File: src/rtl/cpu4_mc_ctrl_pkg.sv
// Shared encodings for the cpu4 multi-cycle control unit: opcodes, functs,
// ALU codes, FSM state encoding and the bundled datapath control word.
package cpu4_mc_ctrl_pkg;

  localparam logic [5:0] OP_RTYPE = 6'b000000;
  localparam logic [5:0] OP_LW    = 6'b100011;
  localparam logic [5:0] OP_SW    = 6'b101011;
  localparam logic [5:0] OP_BEQ   = 6'b000100;
  localparam logic [5:0] OP_ADDI  = 6'b001000;
  localparam logic [5:0] OP_J     = 6'b000010;

  localparam logic [5:0] FN_ADD = 6'b100000;
  localparam logic [5:0] FN_SUB = 6'b100010;

  localparam logic [2:0] ALU_ADD = 3'b000;
  localparam logic [2:0] ALU_SUB = 3'b001;

  typedef enum logic [3:0] {
    S_FETCH   = 4'd0,
    S_DECODE  = 4'd1,
    S_MEMADR  = 4'd2,
    S_MEMRD   = 4'd3,
    S_MEMWB   = 4'd4,
    S_MEMWR   = 4'd5,
    S_RTYPEEX = 4'd6,
    S_ALUWB   = 4'd7,
    S_BRANCH  = 4'd8,
    S_ADDIEX  = 4'd9,
    S_ADDIWB  = 4'd10,
    S_JUMP    = 4'd11
  } state_e;

  typedef enum logic [1:0] {
    ALUOP_ADD   = 2'd0,
    ALUOP_SUB   = 2'd1,
    ALUOP_FUNCT = 2'd2
  } aluop_e;

  typedef struct packed {
    logic       mem_req;
    logic       memwrite;
    logic       irwrite;
    logic       pcen;
    logic       regwrite;
    logic       iord;
    logic       regdst;
    logic       memtoreg;
    logic       alusrca;
    logic [1:0] alusrcb;
    logic [1:0] pcsrc;
    logic       illegal;
  } ctrl_t;

  function automatic logic op_supported(input logic [5:0] op);
    return (op == OP_RTYPE) || (op == OP_LW) || (op == OP_SW) ||
           (op == OP_BEQ) || (op == OP_ADDI) || (op == OP_J);
  endfunction

endpackage

File: src/rtl/cpu4_mc_ctrl_aludec.sv
// ALU decoder: turns the FSM's aluop class plus funct into the 3-bit ALU code
// and flags functs the datapath does not implement.
module cpu4_aludec
  import cpu4_mc_ctrl_pkg::*;
(
  input  aluop_e     aluop_i,
  input  logic [5:0] funct_i,
  output logic [2:0] alucontrol_o,
  output logic       bad_funct_o
);

  always_comb begin
    alucontrol_o = ALU_ADD;
    bad_funct_o  = 1'b0;
    case (aluop_i)
      ALUOP_SUB: alucontrol_o = ALU_SUB;
      ALUOP_FUNCT: begin
        case (funct_i)
          FN_ADD:  alucontrol_o = ALU_ADD;
          FN_SUB:  alucontrol_o = ALU_SUB;
          default: bad_funct_o  = 1'b1;
        endcase
      end
      default: alucontrol_o = ALU_ADD;
    endcase
  end

endmodule

File: src/rtl/cpu4_mc_ctrl.sv
// cpu4 multi-cycle control FSM. Memory handshake: mem_req holds with a stable
// address select until the cycle mem_ready=1 completes it; mem_ready is ignored otherwise.
module cpu4_mc_ctrl
  import cpu4_mc_ctrl_pkg::*;
(
  input  logic       clk,
  input  logic       reset,
  input  logic [5:0] op,
  input  logic [5:0] funct,
  input  logic       zero,
  input  logic       mem_ready,
  output logic       mem_req,
  output logic       memwrite,
  output logic       irwrite,
  output logic       pcen,
  output logic       regwrite,
  output logic       iord,
  output logic       regdst,
  output logic       memtoreg,
  output logic       alusrca,
  output logic [1:0] alusrcb,
  output logic [1:0] pcsrc,
  output logic [2:0] alucontrol,
  output logic       illegal,
  output logic [3:0] state
);

  state_e     state_q, state_d;
  ctrl_t      ctrl, ctrl_o;
  aluop_e     aluop;
  logic [2:0] alu_code;
  logic       bad_funct;

  cpu4_aludec u_aludec (
    .aluop_i      (aluop),
    .funct_i      (funct),
    .alucontrol_o (alu_code),
    .bad_funct_o  (bad_funct)
  );

  always_ff @(posedge clk or posedge reset) begin
    if (reset) state_q <= S_FETCH;
    else       state_q <= state_d;
  end

  always_comb begin
    state_d = S_FETCH;
    case (state_q)
      S_FETCH:  state_d = mem_ready ? S_DECODE : S_FETCH;
      S_DECODE: begin
        case (op)
          OP_LW, OP_SW: state_d = S_MEMADR;
          OP_RTYPE:     state_d = S_RTYPEEX;
          OP_BEQ:       state_d = S_BRANCH;
          OP_ADDI:      state_d = S_ADDIEX;
          OP_J:         state_d = S_JUMP;
          default:      state_d = S_FETCH;
        endcase
      end
      S_MEMADR:  state_d = (op == OP_SW) ? S_MEMWR : S_MEMRD;
      S_MEMRD:   state_d = mem_ready ? S_MEMWB : S_MEMRD;
      S_MEMWR:   state_d = mem_ready ? S_FETCH : S_MEMWR;
      S_RTYPEEX: state_d = bad_funct ? S_FETCH : S_ALUWB;
      S_ADDIEX:  state_d = S_ADDIWB;
      default:   state_d = S_FETCH;
    endcase
  end

  // Moore decode, except irwrite/pcen in FETCH (mem_ready) and pcen in BRANCH (zero).
  always_comb begin
    ctrl  = '0;
    aluop = ALUOP_ADD;
    case (state_q)
      S_FETCH: begin
        ctrl.mem_req = 1'b1;
        ctrl.alusrcb = 2'b01;
        ctrl.irwrite = mem_ready;
        ctrl.pcen    = mem_ready;
      end
      S_DECODE: begin
        ctrl.alusrcb = 2'b11;
        ctrl.illegal = !op_supported(op);
      end
      S_MEMADR, S_ADDIEX: begin
        ctrl.alusrca = 1'b1;
        ctrl.alusrcb = 2'b10;
      end
      S_MEMRD: begin
        ctrl.mem_req = 1'b1;
        ctrl.iord    = 1'b1;
      end
      S_MEMWB: begin
        ctrl.regwrite = 1'b1;
        ctrl.memtoreg = 1'b1;
      end
      S_MEMWR: begin
        ctrl.mem_req  = 1'b1;
        ctrl.memwrite = 1'b1;
        ctrl.iord     = 1'b1;
      end
      S_RTYPEEX: begin
        ctrl.alusrca = 1'b1;
        aluop        = ALUOP_FUNCT;
        ctrl.illegal = bad_funct;
      end
      S_ALUWB: begin
        ctrl.regwrite = 1'b1;
        ctrl.regdst   = 1'b1;
      end
      S_BRANCH: begin
        ctrl.alusrca = 1'b1;
        ctrl.pcsrc   = 2'b01;
        ctrl.pcen    = zero;
        aluop        = ALUOP_SUB;
      end
      S_ADDIWB: ctrl.regwrite = 1'b1;
      S_JUMP: begin
        ctrl.pcsrc = 2'b10;
        ctrl.pcen  = 1'b1;
      end
      default: ctrl = '0;
    endcase
  end

  // Reset gates every strobe and select combinationally, so nothing fires while it is held.
  assign ctrl_o     = reset ? '0 : ctrl;
  assign alucontrol = reset ? ALU_ADD : alu_code;

  assign mem_req  = ctrl_o.mem_req;
  assign memwrite = ctrl_o.memwrite;
  assign irwrite  = ctrl_o.irwrite;
  assign pcen     = ctrl_o.pcen;
  assign regwrite = ctrl_o.regwrite;
  assign iord     = ctrl_o.iord;
  assign regdst   = ctrl_o.regdst;
  assign memtoreg = ctrl_o.memtoreg;
  assign alusrca  = ctrl_o.alusrca;
  assign alusrcb  = ctrl_o.alusrcb;
  assign pcsrc    = ctrl_o.pcsrc;
  assign illegal  = ctrl_o.illegal;
  assign state    = state_q;

endmodule

File: config.mk
export PLATFORM = sky130hd
export DESIGN_NAME = cpu4_mc_ctrl
export DESIGN_NICKNAME = d
export VERILOG_FILES = /design/src/rtl/cpu4_mc_ctrl_pkg.sv /design/src/rtl/cpu4_mc_ctrl_aludec.sv /design/src/rtl/cpu4_mc_ctrl.sv
export SDC_FILE = /design/constraint.sdc
export NUM_CORES = 1
export LEC_CHECK = 0
export BUFFER_PORTS_ARGS = -buffer_cell sky130_fd_sc_hd__buf_2
export CAP_MARGIN = 5
export CELL_PAD_IN_SITES_DETAIL_PLACEMENT = 0
export CELL_PAD_IN_SITES_GLOBAL_PLACEMENT = 1
export CORE_MARGIN = 1.5
export CORE_UTILIZATION = 31
export DETAILED_ROUTE_END_ITERATION = 10
export GPL_ROUTABILITY_DRIVEN = 0
export MAX_ROUTING_LAYER = met4
export PLACE_DENSITY = 0.87
export SLEW_MARGIN = 5
export SYNTH_ARGS = -nofsm -noshare
export SYNTH_HDL_FRONTEND = slang
export SYNTH_SLANG_ARGS = --single-unit
export TNS_END_PERCENT = 100
File: constraint.sdc
create_clock -name clk -period 3.2 [get_ports clk]
set_clock_uncertainty 0.1 [all_clocks]
set_input_delay 0.16 -clock clk [delete_from_list [all_inputs] [get_ports clk]]
set_output_delay 0.16 -clock clk [all_outputs]
set_load 0.05 [all_outputs]
==> impl_metrics.py, run 1 <==
metrics = {
    "worst_hold_path": {
        "hp-class": "in2reg",
        "worstHoldEndpoint": "state[0]",
        "worstHoldPathCells": 4,
        "hp-start": "op[4]",
    },
    "worst_setup_path": {
        "required_ps": 2940,
        "crit_fanout": 9,
        "crit_arrival_ps": 2120,
        "critPathLaunch": "state[2]",
        "r2r_start": "state[1]",
        "rrSetupSlack_ps": 1350,
        "cp-start-kind": "flop",
        "cp-end-kind": "output pin",
        "r2r_cells": 6,
        "worst_r2r_endpoint": "state[2]",
        "path_class": "reg2out",
    },
    "clocking": {
        "clk_latency_ps": 260,
        "clkTransAtPathRegs_ps": 50,
        "cts_buffers": 3,
        "clock-sinks": 4,
        "clock-root-buffer": "clkbuf_4",
        "cts_tree": "yes",
        "h-tree-depth": 1,
        "ctsResizeCount": 0,
        "cts_buffer_depth": 2,
    },
    "route": {
        "firstDrtPassIters": 4,
        "wl_um": 1810,
        "top_layer_used": "met4",
        "viasPerCell": 5.29,
        "drc_errors": 0,
        "met3WireLength_um": 115,
        "dr_wl_met2_um": 899,
        "wl_per_cell_um": 12.7,
        "drtIter0Drc": 24,
        "drtAntennaViolNets": 0,
        "wirelength_met1_um": 782,
        "dr_total_vias": 757,
    },
    "die": {
        "die_w_um": 48.8,
        "io_pins": 37,
        "floorplan.initialDensity": 0.332,
        "die_h_um": 48.8,
        "row_count": 16,
        "die_area_sq_um": 2380,
        "core_area_sq_um": 1960,
    },
    "logic_synthesis": {
        "synth_area_sq_um": 651,
        "synthMuxAreaShare": 0.0327,
        "ys_warn_count": 0,
        "async_reset_ff_frac": 1.00,
        "yosysTopAreaCellShare": 0.154,
        "synth_simple_gate_area_frac": 0.410,
        "synth_top_family_by_area": "simple AND/OR/NAND/NOR gates",
        "synth_most_common_cell": "nor3_1",
        "synth-edff-count": 0,
        "synth-seq-cells": 4,
        "yosys.area_share.adder": 0.0385,
        "ys_types": 42,
        "yosys.area.top_type": "dfrtp_1",
        "synth_cells": 83,
        "yosys-top-cells-count": "nor3_1, o21ai_0, a21oi_1, dfrtp_1, inv_1",
        "synth-compound-area-share": 0.233,
        "yosys.area_share.xor_xnor": 0.0404,
        "ys_seq_area_frac": 0.154,
        "synthTopCellsByArea": "dfrtp_1, nor3_1, nand2b_4, ha_1, o21ai_0",
        "syn_avg_cell_area_sq_um": 7.84,
        "synthFlopType": "dfrtp_1",
    },
    "place": {
        "dp.cells": 139,
        "dpl_cell_area_sq_um": 821,
        "pre_cts_slack_ps": 1090,
        "port_buffers": 34,
        "dp_hpwl_um": 1370,
    },
    "sta": {
        "setup_violations": 0,
        "fin_crit_ps": 2380,
        "hold_viol_final": 0,
        "hold_ws_ps": 232,
        "fmax_ghz": 0.420,
        "finalSetupTns_ps": 0,
        "fin_ws_ps": 818,
        "slew_violations": 0,
        "rsz0062_at_grt": "no",
        "min_period_over_period": 0.745,
    },
    "finish": {
        "fin_util": 0.435,
        "nFillCells": 226,
        "finalNonFillerCells": 143,
        "area_growth_pct": 31.2,
        "drive_gt1_frac": 0.422,
        "largest_reg_flops": 4,
        "final_cell_area_sq_um": 853,
        "fin_nets": 136,
        "antenna_cells": 0,
    },
    "global_routing": {
        "grt_pass1_vias": 645,
        "grt_max_degree": 16,
        "antenna_found_initial": 0,
        "grt_pass1_wl_um": 2860,
        "grt.total_usage": 0.157,
        "grt_overflow": 0,
    },
    "power_and_ir_drop": {
        "cellPowerDensity_nw_per_um2": 618,
        "irDropWorstVdd_v": 0.000266,
        "leakagePower_nw": 0.412,
        "power_mw": 0.527,
    },
    "flow_run": {
        "cap_violations": 0,
    },
    "run_status": {
        "status": "complete, no violations",
    },
}
where the power goes:
group          switching (mW)  internal [mW]
Clock                  0.0286         0.0425
Combinational           0.247          0.103
Sequential             0.0446         0.0624
Total                   0.320          0.208
area by class of cell:
class	instances	area, sq um	share of cell area
Inverter	5	18.8	0.0220
Multi-Input combinational cell	69	498	0.584
Tap cell	27	33.8	0.0396
Clock buffer	3	22.5	0.0264
Timing Repair Buffer	35	180	0.211
Sequential cell	4	100	0.117
layout by cell type (no fill, tap or decap), drive strengths merged, types with 2 or more instances in the layout:
| master | instances |
|---|---|
| buf | 34 |
| nor3 | 13 |
| o21ai | 5 |
| inv | 5 |
| nor2 | 5 |
| nand2b | 5 |
| a21oi | 4 |
| dfrtp | 4 |
| nor4 | 3 |
| clkbuf | 3 |
| nor2b | 2 |
| a32o | 2 |
| xor2 | 2 |
| a31oi | 2 |
| o22a | 2 |
| ha | 2 |
| conb | 2 |
| or3 | 2 |
| or2 | 2 |
worst max path at each step:
stage	end	cells after the start
after global routing	illegal	6
after CTS	illegal	6
after detailed placement	illegal	6
after global placement	illegal	6
after floorplan	pcen	4
final	illegal	6
kinds of logic after synthesis:
| group | count (synthesis) |
|---|---|
| compound gates | 22 |
| fa+ha+maj | 2 |
| xor+xnor | 3 |
| other cells | 1 |
| buf+inv | 11 |
| simple gates | 38 |
| flops | 4 |
| mux | 2 |
worst max-delay path, stage by stage, from the launching register on:
cell and delay [ps]:
dfrtp_1 480, nand2b_4 200, or3_4 360, ha_1 220
nor2b_1 150, a32o_1 250, buf_2 200
routing by layer:
layer | GRT usage | up-vias
met5 | - | -
met4 | 0.0429 | 0
met3 | 0.0399 | 2
met2 | 0.272 | 32
met1 | 0.180 | 350
li1 | - | 373
what timing repair did:
item                                   4_1_cts  5_1_grt
endpoints found under the hold margin        4        0
hold buffers                                 1        0
buffers inserted                             0        0
Power figures use the tool's default switching activity.
==> inputs of run 2 (changes only) <==
--- a/config.mk
+++ b/config.mk
@@ -5,16 +5,17 @@
 export SDC_FILE = /design/constraint.sdc
 export NUM_CORES = 1
 export LEC_CHECK = 0
+export ABC_AREA = 1
 export BUFFER_PORTS_ARGS = -buffer_cell sky130_fd_sc_hd__buf_2
 export CAP_MARGIN = 5
 export CELL_PAD_IN_SITES_DETAIL_PLACEMENT = 0
 export CELL_PAD_IN_SITES_GLOBAL_PLACEMENT = 1
 export CORE_MARGIN = 1.5
-export CORE_UTILIZATION = 31
+export CORE_UTILIZATION = 23
 export DETAILED_ROUTE_END_ITERATION = 10
 export GPL_ROUTABILITY_DRIVEN = 0
 export MAX_ROUTING_LAYER = met4
-export PLACE_DENSITY = 0.87
+export PLACE_DENSITY = 0.78
 export SLEW_MARGIN = 5
 export SYNTH_ARGS = -nofsm -noshare
 export SYNTH_HDL_FRONTEND = slang
==> constraint.sdc (replaced) <==
create_clock -name clk -period 2.05 [get_ports clk]
set_clock_uncertainty 0.1 [all_clocks]
set_input_delay 0.1025 -clock clk [delete_from_list [all_inputs] [get_ports clk]]
set_output_delay 0.1025 -clock clk [all_outputs]
set_load 0.05 [all_outputs]
==> run 2 against run 1 <==
Non-clock buffer count stayed put. Power is 85% higher. Routed wire length is 1.9% lower. Die area is 25% higher. Cell count is 26% higher. Sequential share of layout area is 0.37 points lower. First-iteration DRC count is 71% lower. Critical path depth is 3 higher. Critical endpoint unchanged.
==> impl_metrics.py, run 2 <==
metrics = {
    "place": {
        "dpl_cell_area_sq_um": 848,
        "port_buffers": 34,
        "dp_hpwl_um": 1570,
        "pre_cts_slack_ps": 292,
    },
    "clocking": {
        "clkTransAtPathRegs_ps": 30,
        "post_cts_buffers": 0,
        "clock-root-buffer": "clkbuf_4",
        "h-tree-depth": 1,
        "cts_buffers": 3,
        "cts_tree": "yes",
        "cts_buffer_depth": 2,
        "clk_latency_ps": 230,
        "clock-sinks": 4,
    },
    "die": {
        "row_count": 18,
        "floorplan.initialDensity": 0.246,
        "die_area_sq_um": 2990,
        "die_w_um": 54.7,
        "die_h_um": 54.7,
        "io_pins": 37,
        "core_area_sq_um": 2500,
    },
    "logic_synthesis": {
        "synth_cells": 114,
        "syn_avg_cell_area_sq_um": 5.39,
        "ys_seq_area_frac": 0.163,
        "synth_most_common_cell": "nor2_1",
        "synth-edff-count": 0,
        "ys_types": 19,
        "yosysTopAreaCellShare": 0.177,
        "synthTopCellsByArea": "nor2_1, nand2_1, dfrtp_1, inv_1, nand3_1",
        "synthFlopType": "dfrtp_1",
        "yosys.area.top_type": "nor2_1",
        "ys_warn_count": 0,
        "yosys-top-cells-count": "nor2_1, nand2_1, inv_1",
        "async_reset_ff_frac": 1.00,
        "synth_area_sq_um": 614,
        "synth-seq-cells": 4,
    },
    "route": {
        "viasPerCell": 4.51,
        "dr_total_vias": 811,
        "drc_errors": 0,
        "drtIter0Drc": 7,
        "drtAntennaViolNets": 0,
        "wl_um": 1780,
        "firstDrtPassIters": 4,
        "wl_per_cell_um": 9.88,
    },
    "sta": {
        "fin_crit_ps": 1920,
        "fmax_ghz": 0.522,
        "hold_viol_final": 0,
        "min_period_over_period": 0.934,
        "rsz0062_at_grt": "no",
        "slew_violations": 0,
        "setup_violations": 0,
        "fin_ws_ps": 135,
    },
    "worst_setup_path": {
        "crit_chain": "inv_2, nand2_2, nor2_4, ha_1, nand2_1, nor2_2, nor2_1, nor2_2, clkbuf_4",
        "cp-end-kind": "output pin",
        "crit_fanout": 4,
        "critPathSlowestCell": "dfrtp_1",
        "crit_arrival_ps": 1710,
        "path_class": "reg2out",
        "critical_path.max_stage_delay_ps": 390,
        "cp-start-kind": "flop",
        "crit_cells": 9,
        "path_delay_family": "simple AND/OR/NAND/NOR gates",
        "required_ps": 1850,
        "path_buf_inv": 2,
        "r2r_cells": 7,
        "crit_path_frequent_cell": "nor2_2",
    },
    "finish": {
        "final_cell_area_sq_um": 892,
        "largest_reg_flops": 4,
        "fin_nets": 170,
        "final_cell_mix": "buf_2, nand2_1, nor2_1",
        "fin_util": 0.357,
        "drive_gt1_frac": 0.380,
        "nFillCells": 304,
        "antenna_cells": 0,
        "area_growth_pct": 45.2,
        "final_common_cell": "buf_2",
    },
    "worst_hold_path": {
        "worstHoldPathCells": 3,
        "hp-class": "in2reg",
    },
    "flow_run": {
        "cap_violations": 0,
    },
    "global_routing": {
        "antenna_found_initial": 0,
        "grt_pass1_wl_um": 2960,
        "grt_overflow": 0,
        "grt_max_degree": 16,
        "grt_pass1_vias": 745,
        "grt.total_usage": 0.136,
    },
    "power_and_ir_drop": {
        "cellPowerDensity_nw_per_um2": 1100,
        "irDropWorstVdd_v": 0.000861,
        "leakagePower_nw": 0.502,
    },
    "run_status": {
        "status": "complete, no violations",
    },
}
## run 2: changes by cell type in the layout (fill, tap and decap cells not counted), sizes merged, moves of 3 or more
cell and delta:
nand2 +29, nor2 +29, inv +11, nand3 +10
nor3 -10, nand2b -5, nand4 +3, nor4 -3
o21ai -3
## run 2: final timing paths
path	from	slack, ps	end
worst max-delay path	state[3]	130	illegal
worst min-delay path	mem_ready	60	state[2]
worst max register to register	state[3]	540	state[2]
worst min register to register	state[3]	700	state[3]
max in group asynchronous	reset	1280	state[0]
min in group asynchronous	reset	370	state[1]
## run 2: cells by family (layout without fill, tap and decap cells)
group,after synthesis,after routing,synth area share
AND/OR/NAND/NOR,80,80,0.585
buffers and inverters,19,54,0.128
AO/OA/AOI/OAI,8,8,0.0774
flip-flops,4,4,0.163
adder cells (fa/ha/maj),2,2,0.0407
other,1,2,0.00610
## run 2: layer usage
metal	up-vias	wire, um	part of all wire	track usage
li1	432	-	-	-
met1	355	779	0.44	0.159
met2	24	890	0.50	0.250
met3	0	108	0.061	0.00546
met4	0	0	0	0.0375
met5	-	0	0	-
## run 2: worst min-delay path: cells and delay by family
| kind | cells | cell delay (ps) |
|---|---|---|
| simple gates | 1 | 60 |
| compound gates | 1 | 70 |
| buf+inv | 1 | 120 |
## run 2: through the flow
step                hold WS (ps)  instances  setup TNS [ps]  total power [mW]
floorplan                   -217        115           -2.95             0.720
global placement            74.5        176               0             0.872
detailed placement          76.1        176               0             0.872
CTS                         46.5        180               0             0.975
global route                85.2        180               0              1.06
finish                      60.6        180               0             0.978
## run 2: cell type report
| cell class | instances | area [sq um] | area share |
|---|---|---|---|
| well taps | 30 | 37.5 | 0.0421 |
| multi-input cells | 92 | 483 | 0.541 |
| clock buffers | 3 | 22.5 | 0.0252 |
| inverters | 16 | 60.1 | 0.0673 |
| repair buffers | 35 | 188 | 0.210 |
| flip-flops and latches | 4 | 101 | 0.114 |
## run 2: power by group
| group | total (mW) | switching [mW] | internal, mW | leakage [nW] |
|---|---|---|---|---|
| registers | 0.156 | 0.0502 | 0.106 | 0.0525 |
| logic | 0.727 | 0.540 | 0.187 | 0.436 |
| clock network | 0.0948 | 0.0295 | 0.0653 | 0.0138 |
| total | 0.978 | 0.619 | 0.358 | 0.502 |
## run 2: what timing repair did
| action | 4_1_cts | 5_1_grt |
|---|---|---|
| gates resized for setup | 0 | 7 |
| hold buffers | 1 | 0 |
| hold endpoints to repair | 4 | 0 |
| endpoints found under the setup margin | 0 | 3 |
==> inputs of run 3 (changes only) <==
--- a/config.mk
+++ b/config.mk
@@ -11,13 +11,14 @@
 export CELL_PAD_IN_SITES_DETAIL_PLACEMENT = 0
 export CELL_PAD_IN_SITES_GLOBAL_PLACEMENT = 1
 export CORE_MARGIN = 1.5
-export CORE_UTILIZATION = 23
+export CORE_UTILIZATION = 24
 export DETAILED_ROUTE_END_ITERATION = 10
 export GPL_ROUTABILITY_DRIVEN = 0
 export MAX_ROUTING_LAYER = met4
-export PLACE_DENSITY = 0.78
+export PLACE_DENSITY = 0.79
 export SLEW_MARGIN = 5
 export SYNTH_ARGS = -nofsm -noshare
 export SYNTH_HDL_FRONTEND = slang
+export SYNTH_HIERARCHICAL = 1
 export SYNTH_SLANG_ARGS = --single-unit
 export TNS_END_PERCENT = 100
==> run 3 against run 2 <==
Sequential share of layout area decreased by 1.1 points. Non-clock buffer count increased by 5. Area after synthesis rose by 9.6%. Fmax decreased by 3.4%. Combinational power grew 7.4%. Sequential power fell by 10%. Register-to-register slack lost 190 ps. Routed wire length grew 5.0%. Cell count up 11%. Clock-buffer cell count rose by 1. Worst hold slack improved by 93 ps. Flip-flop and latch count stayed put. Largest cell class unchanged. Highest routed layer is now met4.
==> impl_metrics.py, run 3 <==
metrics = {
    "run_status": {
        "status": "complete, no violations",
    },
    "sta": {
        "tightest_slew_ps": 890,
        "fmax_ghz": 0.504,
        "finalSetupTns_ps": 0,
        "min_period_over_period": 0.968,
        "slew_violations": 0,
        "maxSlewHeadroom": 0.405,
        "hold_viol_final": 0,
        "fin_crit_ps": 1980,
        "setup_violations": 0,
    },
    "power_and_ir_drop": {
        "leakagePower_nw": 0.552,
        "cellPowerDensity_nw_per_um2": 1020,
        "irDropWorstVdd_v": 0.000447,
    },
    "flow_run": {
        "cap_violations": 0,
    },
    "route": {
        "wl_per_cell_um": 9.38,
        "viasPerCell": 4.40,
        "dr_total_vias": 875,
        "wl_um": 1870,
        "firstDrtPassIters": 4,
        "drc_errors": 0,
        "drtIter0Drc": 20,
        "drtAntennaViolNets": 0,
    },
    "die": {
        "row_count": 19,
        "io_pins": 37,
        "die_w_um": 56.0,
        "die_h_um": 56.0,
        "core_area_sq_um": 2710,
        "floorplan.initialDensity": 0.248,
        "die_area_sq_um": 3130,
    },
    "worst_setup_path": {
        "cp-start-kind": "flop",
        "rrSetupSlack_ps": 350,
        "required_ps": 1850,
        "path_class": "reg2out",
        "crit_fanout": 5,
        "crit_arrival_ps": 1780,
        "cp-end-kind": "output pin",
        "worst_r2r_endpoint": "state[1]",
        "r2r_start": "state[2]",
        "r2r_cells": 10,
    },
    "logic_synthesis": {
        "yosys.area.top_type": "nand2_1",
        "ys_warn_count": 6,
        "yosysTopAreaCellShare": 0.151,
        "synth_most_common_cell": "nand2_1",
        "async_reset_ff_frac": 1.00,
        "synth-edff-count": 0,
        "synth_area_sq_um": 673,
        "ys_types": 23,
        "synthFlopType": "dfrtp_1",
        "synth-seq-cells": 4,
        "yosys-top-cells-count": "nand2_1, nor2_1, inv_1",
        "synth_cells": 127,
        "synthTopCellsByArea": "nand2_1, dfrtp_1, nor2_1, inv_1, nand3_1",
        "ys_seq_area_frac": 0.149,
        "syn_avg_cell_area_sq_um": 5.30,
    },
    "finish": {
        "final_common_cell": "buf_2",
        "antenna_cells": 0,
        "drive_gt1_frac": 0.405,
        "final_cell_area_sq_um": 1000,
        "largest_reg_flops": 4,
        "area_growth_pct": 48.7,
        "fin_nets": 187,
        "fin_util": 0.369,
        "final_cell_mix": "buf_2, nand2_1, nor2_1",
    },
    "clocking": {
        "clk_latency_ps": 230,
        "cts_buffer_depth": 2,
        "clock-root-buffer": "clkbuf_4",
        "h-tree-depth": 1,
        "clkTransAtPathRegs_ps": 40,
        "cts_tree": "yes",
        "clock-sinks": 4,
        "cts_buffers": 3,
    },
    "worst_hold_path": {
        "hp-start": "op[4]",
        "hp-class": "in2reg",
        "worstHoldPathCells": 4,
        "worstHoldEndpoint": "state[2]",
    },
    "global_routing": {
        "grt_pass1_vias": 764,
        "grt_overflow": 0,
        "grt_max_degree": 19,
        "antenna_found_initial": 0,
        "grt.total_usage": 0.119,
        "grt_pass1_wl_um": 3040,
    },
    "place": {
        "port_buffers": 34,
        "dpl_cell_area_sq_um": 906,
        "dp_hpwl_um": 1600,
    },
}
run 3: final cells by class:
cell class              instances  area (sq um)
inverters                      28           105
flip-flops and latches          4           103
fillers                       309          1710
well taps                      31          38.8
multi-input cells              92           498
clock buffers                   4          26.3
repair buffers                 40           230
run 3: where the power goes:
group	switching (mW)	total, mW	internal, mW
clock	0.0288	0.102	0.0728
combinational	0.568	0.781	0.212
sequential	0.0338	0.140	0.106
total	0.631	1.02	0.392
run 3: worst max-delay path by stage:
| stage | slack [ps] | cells past startpoint | end | from |
|---|---|---|---|---|
| after global placement | 230 | 9 | alucontrol[0] | state[2] |
| after floorplan | -120 | 8 | illegal | state[1] |
| after global routing | -50 | 12 | alucontrol[0] | state[1] |
| final | 70 | 12 | alucontrol[0] | state[1] |
| after detailed placement | 180 | 8 | illegal | state[0] |
| after CTS | 20 | 11 | alucontrol[0] | state[0] |
run 3: cell families after synthesis:
logic type                 after synthesis  share of synthesized area
adders and majority gates                2                     0.0372
other                                    1                    0.00557
buffers and inverters                   32                      0.191
DFF                                      4                      0.149
AOI/OAI and AO/OA                       11                     0.0985
and+or+nand+nor                         77                      0.519
run 3: through the flow:
step                      setup slack (ps)  total power [mW]  hold slack [ps]  cells
after floorplan                       -120             0.724             27.2    128
after global placement                 231             0.872             93.4    190
after detailed placement               183             0.876              101    190
after CTS                             24.2             0.987              147    195
after global routing                 -49.3              1.10              154    199
final                                 66.4              1.02              153    199
run 3: critical path, cell delays in order, from the launching register on:
cell     delay (ps)
dfrtp_1         370
inv_2            80
nor2_4          150
nand2_2          80
inv_2            90
ha_4            130
nand2_1          50
nor2_1          110
nand2_1          80
a21oi_2         110
inv_1            70
nor2_4           80
buf_6           160
run 3: routing by layer:
| layer | global-route usage | wire length, um |
|---|---|---|
| met5 | - | 0 |
| met4 | 0.0408 | 14 |
| met3 | 0.0116 | 97 |
| met2 | 0.210 | 942 |
| met1 | 0.141 | 812 |
run 3: timing repair:
item,in CTS,in global routing
hold endpoints to repair,4,0
hold buffers,1,0
gates resized for setup,3,6
setup endpoints to repair,2,2
cloned,0,0
buffers inserted,0,4
pin swaps,0,2
